## config.mk

```make
export PLATFORM = sky130hd
export DESIGN_NAME = modulo_divider_param
export DESIGN_NICKNAME = d
export VERILOG_FILES = /design/src/rtl/modulo_divider_param.sv
export SDC_FILE = /design/constraint.sdc
export NUM_CORES = 1
export LEC_CHECK = 0
export CORE_MARGIN = 3
export CORE_UTILIZATION = 35
export CTS_CLUSTER_DIAMETER = 150
export DETAILED_ROUTE_END_ITERATION = 6
export GPL_TIMING_DRIVEN = 0
export HOLD_SLACK_MARGIN = 0.12
export SETUP_SLACK_MARGIN = 0.3
export SLEW_MARGIN = 40
export SYNTH_ARGS = -nofsm -noshare
export SYNTH_HDL_FRONTEND = slang
export SYNTH_SLANG_ARGS = --single-unit
```

## constraint.sdc

```tcl
create_clock -name clk -period 3.85 [get_ports clk]
set_input_delay 0.5775 -clock clk [delete_from_list [all_inputs] [get_ports clk]]
set_output_delay 0.5775 -clock clk [all_outputs]
set_load 0.02 [all_outputs]
```

## src/rtl/modulo_divider_param.sv

```systemverilog
// Sequential radix-2 restoring divide/modulo unit, one quotient bit per cycle.
// Signed operands are handled as magnitudes with a final sign fix-up step.
module modulo_divider_param #(
  parameter int unsigned WIDTH = 16,
  parameter int unsigned CNT_W = $clog2(WIDTH + 1)
) (
  input  logic             clk,
  input  logic             rst_ni,
  input  logic             start_i,
  input  logic             mode_i,
  input  logic             signed_i,
  input  logic [WIDTH-1:0] Zahl1_i,
  input  logic [WIDTH-1:0] Zahl2_i,
  output logic             busy_o,
  output logic             valid_o,
  output logic             div_zero_o,
  output logic [WIDTH-1:0] quotient_o,
  output logic [WIDTH-1:0] remainder_o,
  output logic [WIDTH-1:0] ergebnis_o
);

  typedef enum logic [1:0] {
    IDLE,
    CALC,
    FIX,
    DONE
  } state_t;

  state_t state_q, state_d;

  logic             accept;
  logic             b_zero;
  logic             a_neg, b_neg;
  logic [WIDTH-1:0] a_mag, b_mag;

  logic [CNT_W-1:0] cnt_q;
  logic [WIDTH:0]   rem_q;
  logic [WIDTH-1:0] dvd_q;
  logic [WIDTH-1:0] div_q;
  logic             mode_q;
  logic             neg_quot_q;
  logic             neg_rem_q;

  logic [WIDTH+1:0] rem_sh;
  logic [WIDTH+1:0] trial;
  logic             trial_ok;
  logic [WIDTH-1:0] q_fix, r_fix;

  // Start is honoured whenever the unit is not busy, including the DONE cycle.
  assign accept = start_i && ((state_q == IDLE) || (state_q == DONE));
  assign b_zero = (Zahl2_i == '0);

  always_comb begin
    a_neg = signed_i & Zahl1_i[WIDTH-1];
    b_neg = signed_i & Zahl2_i[WIDTH-1];
    a_mag = a_neg ? (~Zahl1_i + 1'b1) : Zahl1_i;
    b_mag = b_neg ? (~Zahl2_i + 1'b1) : Zahl2_i;
  end

  always_ff @(posedge clk) begin
    if (!rst_ni) begin
      state_q <= IDLE;
    end else begin
      state_q <= state_d;
    end
  end

  always_comb begin
    state_d = state_q;
    case (state_q)
      IDLE: begin
        if (accept) begin
          state_d = b_zero ? DONE : CALC;
        end
      end
      CALC: begin
        if (cnt_q == '0) begin
          state_d = FIX;
        end
      end
      FIX: begin
        state_d = DONE;
      end
      DONE: begin
        if (accept) begin
          state_d = b_zero ? DONE : CALC;
        end else begin
          state_d = IDLE;
        end
      end
      default: begin
        state_d = IDLE;
      end
    endcase
  end

  always_comb begin
    busy_o  = (state_q == CALC) || (state_q == FIX);
    valid_o = (state_q == DONE);
  end

  // Shift in one extra top bit so the trial-subtract borrow lands in trial[WIDTH+1].
  always_comb begin
    rem_sh   = {rem_q, dvd_q[WIDTH-1]};
    trial    = rem_sh - {2'b00, div_q};
    trial_ok = ~trial[WIDTH+1];
    q_fix    = neg_quot_q ? (~dvd_q + 1'b1) : dvd_q;
    r_fix    = neg_rem_q ? (~rem_q[WIDTH-1:0] + 1'b1) : rem_q[WIDTH-1:0];
  end

  always_ff @(posedge clk) begin
    if (!rst_ni) begin
      cnt_q       <= '0;
      rem_q       <= '0;
      dvd_q       <= '0;
      div_q       <= '0;
      mode_q      <= 1'b0;
      neg_quot_q  <= 1'b0;
      neg_rem_q   <= 1'b0;
      div_zero_o  <= 1'b0;
      quotient_o  <= '0;
      remainder_o <= '0;
      ergebnis_o  <= '0;
    end else if (accept) begin
      mode_q     <= mode_i;
      neg_quot_q <= a_neg ^ b_neg;
      neg_rem_q  <= a_neg;
      rem_q      <= '0;
      dvd_q      <= a_mag;
      div_q      <= b_mag;
      cnt_q      <= CNT_W'(WIDTH - 1);
      div_zero_o <= b_zero;
      // Divide by zero goes straight to DONE, so its results are committed here.
      if (b_zero) begin
        quotient_o  <= '1;
        remainder_o <= Zahl1_i;
        ergebnis_o  <= mode_i ? '1 : Zahl1_i;
      end
    end else if (state_q == CALC) begin
      rem_q <= trial_ok ? trial[WIDTH:0] : rem_sh[WIDTH:0];
      dvd_q <= {dvd_q[WIDTH-2:0], trial_ok};
      cnt_q <= cnt_q - 1'b1;
    end else if (state_q == FIX) begin
      quotient_o  <= q_fix;
      remainder_o <= r_fix;
      ergebnis_o  <= mode_q ? q_fix : r_fix;
    end
  end

endmodule

```

==> results of run 1 <==
==> metal layers <==
layer  vias up  routed length, um
met1      3230              11100
met3        24               1740
met4         0                320
li1       3255                  -
met2       241               9570
met5         -                  0
==> cell families (layout without fill, tap and decap cells) <==
family | after synthesis | after routing | share of synthesized area, %
compound gates | 273 | 273 | 26.2
xor+xnor | 66 | 66 | 8.73
fa+ha+maj | 26 | 26 | 5.03
buf+inv | 90 | 198 | 5.57
flops | 108 | 108 | 32.6
mux | 22 | 22 | 3.34
simple gates | 264 | 264 | 18.5
==> critical path, stage by stage <==
cell	delay, ns
clkdlybuf4s50_1	0.48
nor3_1	0.33
nand2_1	0.13
nor3_2	0.33
nand4_1	0.16
buf_4	0.20
or3b_1	0.34
clkbuf_1	0.20
and2_1	0.34
a2111oi_4	0.38
nor2_1	0.08
==> what timing repair did <==
action                     in CTS  in global routing
setup endpoints to repair      31                  6
pin swaps                       1                  1
gates cloned                    0                  0
setup buffers                   2                  6
gates resized for setup         2                  1
==> flip-flops by register name, summed over array words and instances, names as in the netlist, 2 cells and up <==
register	cells
ergebnis_o	16
quotient_o	16
dvd_q	16
state_q	2
div_q	16
cnt_q	5
rem_q	17
remainder_o	16
==> synth_stat cells, drive strengths merged (2+ instances only) <==
cell	count
and2	6
o21ai	72
a21o	4
a21oi	88
and3	2
o221ai	5
a211oi	23
clkinv	2
a31oi	10
nand3b	2
o31ai	13
dfxtp	108
nand2	83
nor3	19
nor2b	8
nand3	18
nor4b	3
o22ai	4
nor2	85
or3	7
nand4b	3
clkbuf	38
a22oi	3
o221a	8
a311oi	8
a221oi	4
nand4	6
xor2	33
or2	2
or4	5
ha	25
mux2i	21
nor4	3
o41ai	3
buf	12
o311ai	2
o21a	4
o211ai	10
or3b	2
xnor2	33
nand2b	9
inv	38
==> report_power, final <==
group	internal [mW]	leakage (nW)	switching, mW
sequential	1.32	0.881	0.243
combinational	1.24	1.99	1.79
clock	0.462	0.135	0.462
total	3.03	3.01	2.49
==> per-stage QoR <==
stage	setup slack [ns]	cells	setup TNS [ns]	utilization [%]
floorplan	1.05	849	0	-
global placement	-0.819	1162	-23.45	42.4
finish	0.538	1186	0	44.5
global route	0.320	1186	0	44.5
detailed placement	-0.438	1162	-7.29	42.5
CTS	0.477	1180	0	44.2
==> layout make-up <==
class,instances,area [um^2],area share (%)
multi-input cells,651,4130,50.8
flip-flops and latches,108,2160,26.6
repair buffers,92,901,11.1
well taps,229,287,3.52
clock buffers,10,239,2.94
plain buffers,50,219,2.69
inverters,40,150,1.85
clock inverters,6,46.3,0.569
==> worst min path at each step <==
stage / end / cells after the start / from
2_1_floorplan: div_q[15] / 2 / div_q[15]
3_3_place_gp: div_q[15] / 2 / div_q[15]
3_5_place_dp: div_zero_o / 2 / div_zero_o
4_1_cts: remainder_o[8] / 2 / remainder_o[8]
5_1_grt: div_zero_o / 2 / div_zero_o
6_report: remainder_o[8] / 2 / remainder_o[8]
==> out/qor.csv, run 1 <==
stage;metric;value;unit
layout;commonest non-fill, non-tap cell in the layout;dfxtp_1;
drt;Via Count;6750;
worst_setup_path;critical path type;in -> reg;
drt;Avg WL per Cell;19.2;um
die;initial core utilization;36.2;%
worst_setup_path;flop2flop setup slack;0.79;ns
worst_setup_path;Worst Path Max Fanout;7;
sta;Final Hold Vio Count;0;
cts;hold-fix buffers at CTS;0;
pwr;worst vdd ir;0.259;mV
worst_setup_path;worst path required time;4.10;ns
worst_setup_path;FF-to-FF path depth;12;
pwr;Total Power;5.52;mW
global_routing;gr usage total;22.0;%
worst_setup_path;crit path capture type;flop;
sta;clock skew;0.0100;ns
die;Core Box Area;18300;um^2
sta;max frequency;302;MHz
global_routing;met3 Use GR;5.32;%
hold_path;hold crit path type;reg -> reg;
synthesis;EDFF count, synth;0;
layout;layout cells sized above 1;5.54;%
pwr;P_leak;3.01;nW
drt;DRC errors left;0;
synthesis;asr flop ratio synth;0;%
sta;final setup fails;0;
sta;Max-slew headroom;38.6;%
cts;clock-pin slew on the worst setup and hold paths;0.07;ns
synthesis;Yosys top cell area share;32.6;%
place;DPL Wire Length;17500;um
synthesis;Seq/Total Area, Yosys;32.6;%
cts;total CTS buffers;9;
synthesis;Syn Inst Count;849;
worst_setup_path;CP Launch Point;Zahl2_i[7];
global_routing;M1 GR Usage;33.2;%
drt;drt first pass iters;5;
cts;clk buf depth;2;
die;die height;144;um
global_routing;initial antenna violation count;0;
cts;CTS tree;yes;
pwr;PD cells;679;nW/um^2
synthesis;synthesis-stage register bit count;108;
die;row count;49;
layout;fin area;8130;um^2
layout;n_diodes;0;
die;Die X;144;um
global_routing;met2 GRT Util;31.9;%
drt;final WL;22700;um
synthesis;Primary FF master, synth;dfxtp_1;
synthesis;Yosys cell types;66;
cts;Worst-Skew Late Latency;0.36;ns
sta;RSZ-0062 raised after global routing;false;
drt;Final ANT Viol Nets;0;
layout;area grow syn2layout;22.8;%
sta;Tmin final;3.31;ns
global_routing;largest net degree at the start of global routing;19;
sta;worst hold slack;0.456;ns
synthesis;Syn Nets;912;
run_status;status;complete, no violations;
layout;commonest non-fill, non-tap cells in the layout;dfxtp_1 (108), a21oi_1 (87), nor2_1 (85);
global_routing;first-pass GRT wire length;35100;um
synthesis;top cells by area, synth;dfxtp_1 (33%), a21oi_1 (6.7%), o21ai_0 (5.4%);
synthesis;yosys warns;0;
worst_setup_path;startpoint types;primary input;
layout;Final nets;1015;
worst_setup_path;worst path arrival time;3.56;ns
synthesis;Mapped Area;6620;um^2
sta;max-slew violation count;0;
worst_setup_path;r2r endpoint;rem_q[10];
cts;Root Driver;clkbuf_16;
die;number of placed I/O pins;88;
layout;FILL cells;1896;
cts;CTS sink count;108;
place;Port-buffer cells;84;
worst_setup_path;reg-to-reg critical path startpoint;div_q[1];
sta;Final Cycle Share;86.0;%
place;Placed Instance Area;7760;um^2
place;routability congestion estimate;0.936;
sta;Slew @ Worst Pin;0.920;ns
drt;DR iter-0 viols;654;
global_routing;vias in the first global route;6094;
synthesis;leading area contributor after synthesis;dfxtp_1;
die;area of the die;20600;um^2
synthesis;Mapped Avg Cell Area;7.80;um^2
run;MaxCap Viol Count;0;
drt;DR vias/cell;5.69;
global_routing;GR peak layer;met1;
global_routing;GR Overflow Total;0;
worst_setup_path;CP endpoint;ergebnis_o[13];
cts;CTS H-tree depth;3;
(Power assumes the default switching activity.)
==> run 2, diff against run 1 <==
--- a/config.mk
+++ b/config.mk
@@ -5,14 +5,14 @@
 export SDC_FILE = /design/constraint.sdc
 export NUM_CORES = 1
 export LEC_CHECK = 0
-export CORE_MARGIN = 3
+export CORE_MARGIN = 2
 export CORE_UTILIZATION = 35
 export CTS_CLUSTER_DIAMETER = 150
 export DETAILED_ROUTE_END_ITERATION = 6
 export GPL_TIMING_DRIVEN = 0
 export HOLD_SLACK_MARGIN = 0.12
 export SETUP_SLACK_MARGIN = 0.3
-export SLEW_MARGIN = 40
+export SLEW_MARGIN = 20
 export SYNTH_ARGS = -nofsm -noshare
 export SYNTH_HDL_FRONTEND = slang
 export SYNTH_SLANG_ARGS = --single-unit
==> out/qor.csv, run 2 (synthesis results as in run 1) <==
stage;metric;value;unit;change
hold_path;hold-critical path depth;2;;unchanged
worst_setup_path;Worst Path Max Fanout;7;;unchanged
cts;clk buf depth;2;;unchanged
hold_path;worst hold start;div_q[15];;
place;Placed Instance Area;7760;um^2;about the same
sta;Tmin final;3.36;ns;+0.0466 ns
worst_setup_path;critical path type;in -> reg;;
die;Die X;142;um;-1.4%
worst_setup_path;worst path required time;4.10;ns;about the same
sta;Final Hold Vio Count;0;;unchanged
pwr;P_leak;2.98;nW;-0.92%
global_routing;GR Overflow Total;0;;unchanged
layout;Top reg by flops;rem_q;;
sta;max frequency;298;MHz;-1.4%
worst_setup_path;reg-to-reg critical path startpoint;dvd_q[15];;
worst_setup_path;WP depth;12;;+1
layout;final core utilization;43.4;%;-1.1 points
layout;final cell count without fillers;1185;;-0.084%
worst_setup_path;FF-to-FF path depth;11;;-1
worst_setup_path;worst path arrival time;3.61;ns;+0.05 ns
layout;layout cells sized above 1;4.84;%;-0.70 points
cts;CTS H-tree depth;3;;unchanged
drt;DR vias/cell;5.69;;about the same
drt;DR iter-0 viols;631;;-3.5%
cts;hold-fix buffers at CTS;0;;unchanged
cts;clock-pin slew on the worst setup and hold paths;0.08;ns;about the same
global_routing;vias in the first global route;6186;;+1.5%
run_status;status;complete, no violations;;
cts;Worst-Skew Late Latency;0.37;ns;about the same
cts;Root Driver;clkbuf_16;;
sta;RSZ-0062 raised after global routing;false;;
sta;Max-slew headroom;43.4;%;+4.8 points
global_routing;initial antenna violation count;0;;unchanged
run;MaxCap Viol Count;0;;unchanged
sta;clock skew;0.0113;ns;+0.00127 ns
die;die height;142;um;-1.4%
die;initial core utilization;35.5;%;-0.72 points
layout;commonest non-fill, non-tap cells in the layout;dfxtp_1 (108), a21oi_1 (87), nor2_1 (85);;
die;Core Box Area;18600;um^2;+2.0%
layout;area grow syn2layout;22.3;%;
worst_setup_path;CP max stage delay;0.47;ns;about the same
layout;n_diodes;0;;unchanged
layout;FILL cells;1939;;+2.3%
worst_setup_path;critical path's top delay family;simple AND/OR/NAND/NOR gates;;
worst_setup_path;critical-path cell list;clkdlybuf4s50_1, inv_1, ha_1, nand2_1, nor4_2, nand4_1, buf_4, or3b_1, clkbuf_1, and2_1, a2111oi_4, nor2_1;;
hold_path;hold crit path type;reg -> reg;;
pwr;worst vdd ir;0.272;mV;+5.1%
sta;Slew @ Worst Pin;0.848;ns;-0.0719 ns
sta;final setup fails;0;;unchanged
pwr;Total Power;5.42;mW;-1.9%
worst_setup_path;Slowest-stage cell, CP;clkdlybuf4s50_1;;
layout;fin area;8100;um^2;-0.43%
cts;CTS sink count;108;;unchanged
pwr;PD cells;669;nW/um^2;-1.4%
layout;Final nets;1009;;-0.59%
drt;DRC errors left;0;;unchanged
hold_path;Hold Crit Endpoint;div_q[15];;
drt;drt first pass iters;5;;unchanged
global_routing;gr usage total;23.0;%;+1.0 points
layout;commonest non-fill, non-tap cell in the layout;dfxtp_1;;
sta;Final Cycle Share;87.2;%;+1.2 points
cts;CTS tree;yes;;
place;Port-buffer cells;84;;unchanged
drt;Final ANT Viol Nets;0;;unchanged
drt;Avg WL per Cell;19.3;um;+0.49%
place;routability congestion estimate;0.926;;-1.0%
cts;total CTS buffers;9;;unchanged
place;dpl cells;1167;;+0.43%
die;number of placed I/O pins;88;;unchanged
die;row count;50;;+2.0%
die;area of the die;20000;um^2;-2.8%
global_routing;first-pass GRT wire length;35500;um;+1.1%
sta;max-slew violation count;0;;unchanged
worst_setup_path;crit path buf inv count;4;;+1
drt;final WL;22800;um;+0.40%
drt;Via Count;6743;;-0.10%
place;DPL Wire Length;17400;um;-0.79%
global_routing;largest net degree at the start of global routing;19;;unchanged
sta;Setup TNS;0;ns;unchanged
worst_setup_path;r2r endpoint;rem_q[7];;
layout;max reg flops;17;;unchanged
worst_setup_path;flop2flop setup slack;0.69;ns;-0.10 ns
worst_setup_path;startpoint types;primary input;;
worst_setup_path;crit path capture type;flop;;
-- run 2: area by class of cell --
class	instances	area, um^2	area share (%)
Inverter	40	150	1.85
Tap cell	234	293	3.62
Clock inverter	5	43.8	0.541
Timing Repair Buffer	86	856	10.6
Clock buffer	11	253	3.12
Sequential cell	108	2160	26.7
Multi-Input combinational cell	651	4120	50.9
Buffer	50	219	2.70
-- run 2: repair_timing --
item,CTS,global route
hold endpoints to repair,0,0
setup endpoints to repair,47,4
buffers inserted,2,0
pin swaps,1,0
gates resized for setup,4,2
-- run 2: worst register-to-register path, delay by kind of cell (launching register included) --
kind                     cells  cell delay [ns]
AO/OA/AOI/OAI                5             1.05
XOR/XNOR                     1             0.54
adder cells (fa/ha/maj)      1             0.25
multiplexers                 1             0.22
buffers and inverters        2             0.43
flip-flops                   1             0.37
AND/OR/NAND/NOR              1             0.18
-- run 2: per-stage QoR --
| stage | setup WS, ns | hold WS, ns |
|---|---|---|
| final | 0.492 | 0.452 |
| after global routing | 0.362 | 0.468 |
| after CTS | 0.399 | 0.453 |
| after detailed placement | -0.820 | 0.445 |
| after global placement | -0.829 | 0.439 |
| after floorplan | 1.05 | 0.432 |
-- run 2: how the worst max path moves through the flow --
stage	start	end	slack, ns
final	Zahl2_i[0]	ergebnis_o[13]	0.49
after global routing	Zahl2_i[0]	ergebnis_o[13]	0.36
after CTS	Zahl2_i[7]	ergebnis_o[13]	0.40
after detailed placement	Zahl2_i[0]	remainder_o[4]	-0.82
after global placement	Zahl2_i[0]	remainder_o[0]	-0.83
after floorplan	Zahl2_i[0]	ergebnis_o[13]	1.05
-- run 2: power breakdown --
group          total [mW]  internal, mW  leakage (nW)  switching (mW)
Combinational        2.90          1.13          1.96            1.77
Clock               0.958         0.484         0.140           0.474
Sequential           1.56          1.32         0.881           0.239
-- run 2: routing by layer --
layer | vias to the layer above | share of wire, % | wire (um) | track usage [%]
met5 | - | 0 | 0 | 0
met4 | 0 | 1.7 | 380 | 5.21
met3 | 30 | 8.4 | 1910 | 5.06
met2 | 288 | 42 | 9570 | 33.8
met1 | 3186 | 48 | 11000 | 34.1
li1 | 3239 | - | - | -
==> run 3, diff against run 2 <==
--- a/config.mk
+++ b/config.mk
@@ -6,13 +6,14 @@
 export NUM_CORES = 1
 export LEC_CHECK = 0
 export CORE_MARGIN = 2
-export CORE_UTILIZATION = 35
+export CORE_UTILIZATION = 45
 export CTS_CLUSTER_DIAMETER = 150
 export DETAILED_ROUTE_END_ITERATION = 6
 export GPL_TIMING_DRIVEN = 0
 export HOLD_SLACK_MARGIN = 0.12
+export PLACE_DENSITY = 0.67
 export SETUP_SLACK_MARGIN = 0.3
-export SLEW_MARGIN = 20
+export SLEW_MARGIN = 10
 export SYNTH_ARGS = -nofsm -noshare
 export SYNTH_HDL_FRONTEND = slang
 export SYNTH_SLANG_ARGS = --single-unit
==> out/qor.csv, run 3 (synthesis results as in run 1) <==
stage;metric;value;unit;change
layout;final cell count without fillers;1135;;-4.2%
place;Placed Instance Area;7690;um^2;-0.81%
worst_setup_path;crit path buf inv count;3;;-1
layout;Multi-input gate area;4110;um^2;-0.30%
sta;max-slew violation count;0;;unchanged
pwr;Total Power;5.46;mW;+0.73%
pwr;PD cells;678;nW/um^2;+1.4%
worst_setup_path;worst path arrival time;3.59;ns;-0.02 ns
layout;Top reg by flops;rem_q;;
cts;Worst-Skew Late Latency;0.36;ns;about the same
worst_setup_path;critical-path cell list;clkdlybuf4s50_1, nor3_1, nand2_1, nor3_1, nand4_1, buf_4, or3b_1, clkbuf_1, and2_1, a2111oi_4, nor2_1;;
cts;clk buf depth;2;;unchanged
sta;Setup TNS;0;ns;unchanged
cts;CTS tree;yes;;
place;DPL Wire Length;16800;um;-3.3%
worst_setup_path;Slowest-stage cell, CP;clkdlybuf4s50_1;;
layout;commonest non-fill, non-tap cells in the layout;dfxtp_1 (108), a21oi_1 (87), nor2_1 (85);;
drt;Routed met1 length;9980;um;-8.9%
sta;final setup fails;0;;unchanged
worst_setup_path;Worst Path Max Fanout;7;;unchanged
place;routability congestion estimate;0.976;;+5.4%
worst_setup_path;crit path capture type;flop;;
layout;commonest non-fill, non-tap cell in the layout;dfxtp_1;;
global_routing;GR Overflow Total;0;;unchanged
drt;drt first pass iters;5;;unchanged
die;number of placed I/O pins;88;;unchanged
cts;total CTS buffers;9;;unchanged
worst_setup_path;critical path's top delay family;simple AND/OR/NAND/NOR gates;;
layout;n_diodes;0;;unchanged
layout;Final nets;1009;;unchanged
die;area of the die;15700;um^2;-22%
global_routing;vias in the first global route;6054;;-2.1%
drt;DRC errors left;0;;unchanged
drt;DR iter-0 viols;736;;+17%
cts;Root Driver;clkbuf_16;;
sta;RSZ-0062 raised after global routing;false;;
layout;max reg flops;17;;unchanged
layout;area grow syn2layout;21.5;%;
sta;Final Hold Vio Count;0;;unchanged
worst_setup_path;startpoint types;primary input;;
global_routing;first-pass GRT wire length;34000;um;-4.3%
sta;Tmin final;3.34;ns;-0.0209 ns
pwr;P_leak;2.99;nW;+0.55%
global_routing;initial antenna violation count;0;;unchanged
cts;hold-fix buffers at CTS;0;;unchanged
cts;clock-pin slew on the worst setup and hold paths;0.08;ns;about the same
die;die height;125;um;-11%
drt;met3 WL;1980;um;+3.6%
sta;final worst setup slack;0.513;ns;+0.0209 ns
cts;CTS sink count;108;;unchanged
drt;WL met2;9160;um;-4.2%
worst_setup_path;critical path type;in -> reg;;
sta;max frequency;300;MHz;+0.62%
die;initial core utilization;45.7;%;+10 points
sta;clock skew;0.00926;ns;-0.00201 ns
place;dpl cells;1117;;-4.3%
drt;final WL;21800;um;-4.3%
sta;Slew @ Worst Pin;0.758;ns;-0.0908 ns
global_routing;largest net degree at the start of global routing;21;;+2
hold_path;hold crit path type;reg -> reg;;
layout;fin area;8050;um^2;-0.65%
place;worst slack at placement;-0.591;ns;+0.229 ns
drt;Avg WL per Cell;19.2;um;about the same
cts;CTS H-tree depth;3;;unchanged
run_status;status;complete, no violations;;
worst_setup_path;CP max stage delay;0.47;ns;about the same
layout;FILL cells;1390;;-28%
die;Die X;125;um;-11%
drt;Final ANT Viol Nets;0;;unchanged
worst_setup_path;worst path required time;4.11;ns;about the same
drt;Via Count;6743;;unchanged
die;Core Box Area;14500;um^2;-22%
sta;Max-slew headroom;48.8;%;+5.3 points
sta;Final Cycle Share;86.7;%;-0.54 points
drt;top layer in use;met4;;
global_routing;gr usage total;27.5;%;+4.5 points
run;MaxCap Viol Count;0;;unchanged
die;row count;44;;-12%
worst_setup_path;Top cell by count, worst path;nor3_1;;
drt;DR vias/cell;5.94;;+4.4%
pwr;worst vdd ir;0.340;mV;+25%
layout;register area;2160;um^2;unchanged
layout;layout cells sized above 1;4.84;%;unchanged
place;Port-buffer cells;84;;unchanged
[run 3: changes by cell type in the layout (fill, tap and decap cells not counted)]
cell        previous run  this run
a21oi_2                0         1
a21oi_4                1         0
bufinv_16              0         1
clkbuf_1              36        35
clkbuf_2               1         2
clkbuf_8               2         0
clkinv_4               1         2
clkinv_8               0         1
clkinvlp_4             2         0
inv_6                  1         2
nor3_1                18        19
nor3_2                 1         0
[run 3: path summary, 6_finish.rpt]
| check | cells past startpoint | start | endpoint | slack, ns |
|---|---|---|---|---|
| max reg2reg | 11 | div_q[1] | rem_q[10] | 0.71 |
| min reg2reg | 2 | remainder_o[6] | remainder_o[6] | 0.45 |
| min | 2 | remainder_o[6] | remainder_o[6] | 0.45 |
| max | 11 | Zahl2_i[7] | ergebnis_o[13] | 0.51 |
[run 3: layout make-up]
cell class | instances | area share (%)
plain buffers | 50 | 2.74
clock buffers | 9 | 2.80
clock inverters | 7 | 1.15
inverters | 40 | 1.87
multi-input cells | 651 | 51.1
flip-flops and latches | 108 | 26.9
well taps | 184 | 2.86
repair buffers | 86 | 10.6
[run 3: worst min-delay path, delay by kind of cell, from the launching register on]
family	cells	cell delay [ns]
simple gates	1	0.05
compound gates	1	0.05
flops	1	0.31
[run 3: repair_timing]
action / in CTS / in global routing
setup endpoints to repair: 33 / 11
endpoints found under the hold margin: 0 / 0
buffers inserted: 2 / 0
resized for setup: 3 / 2
pin swaps: 1 / 0
[run 3: report_power, final]
part	switching [mW]	total (mW)	internal [mW]
sequential	0.238	1.56	1.32
combinational	1.76	2.89	1.13
clock	0.482	1.01	0.523
[run 3: metal layers]
| layer | global-route usage [%] | vias up |
|---|---|---|
| met1 | 39.8 | 3117 |
| met2 | 39.8 | 340 |
| met3 | 6.25 | 48 |
| met5 | 0 | - |
| met4 | 10.2 | 0 |
| li1 | - | 3238 |
[run 3: metrics by stage]
step,hold WS (ns),util [%]
finish,0.452,55.6
global route,0.478,55.6
CTS,0.457,55.5
detailed placement,0.446,53.1
global placement,0.440,53.1
floorplan,0.432,-
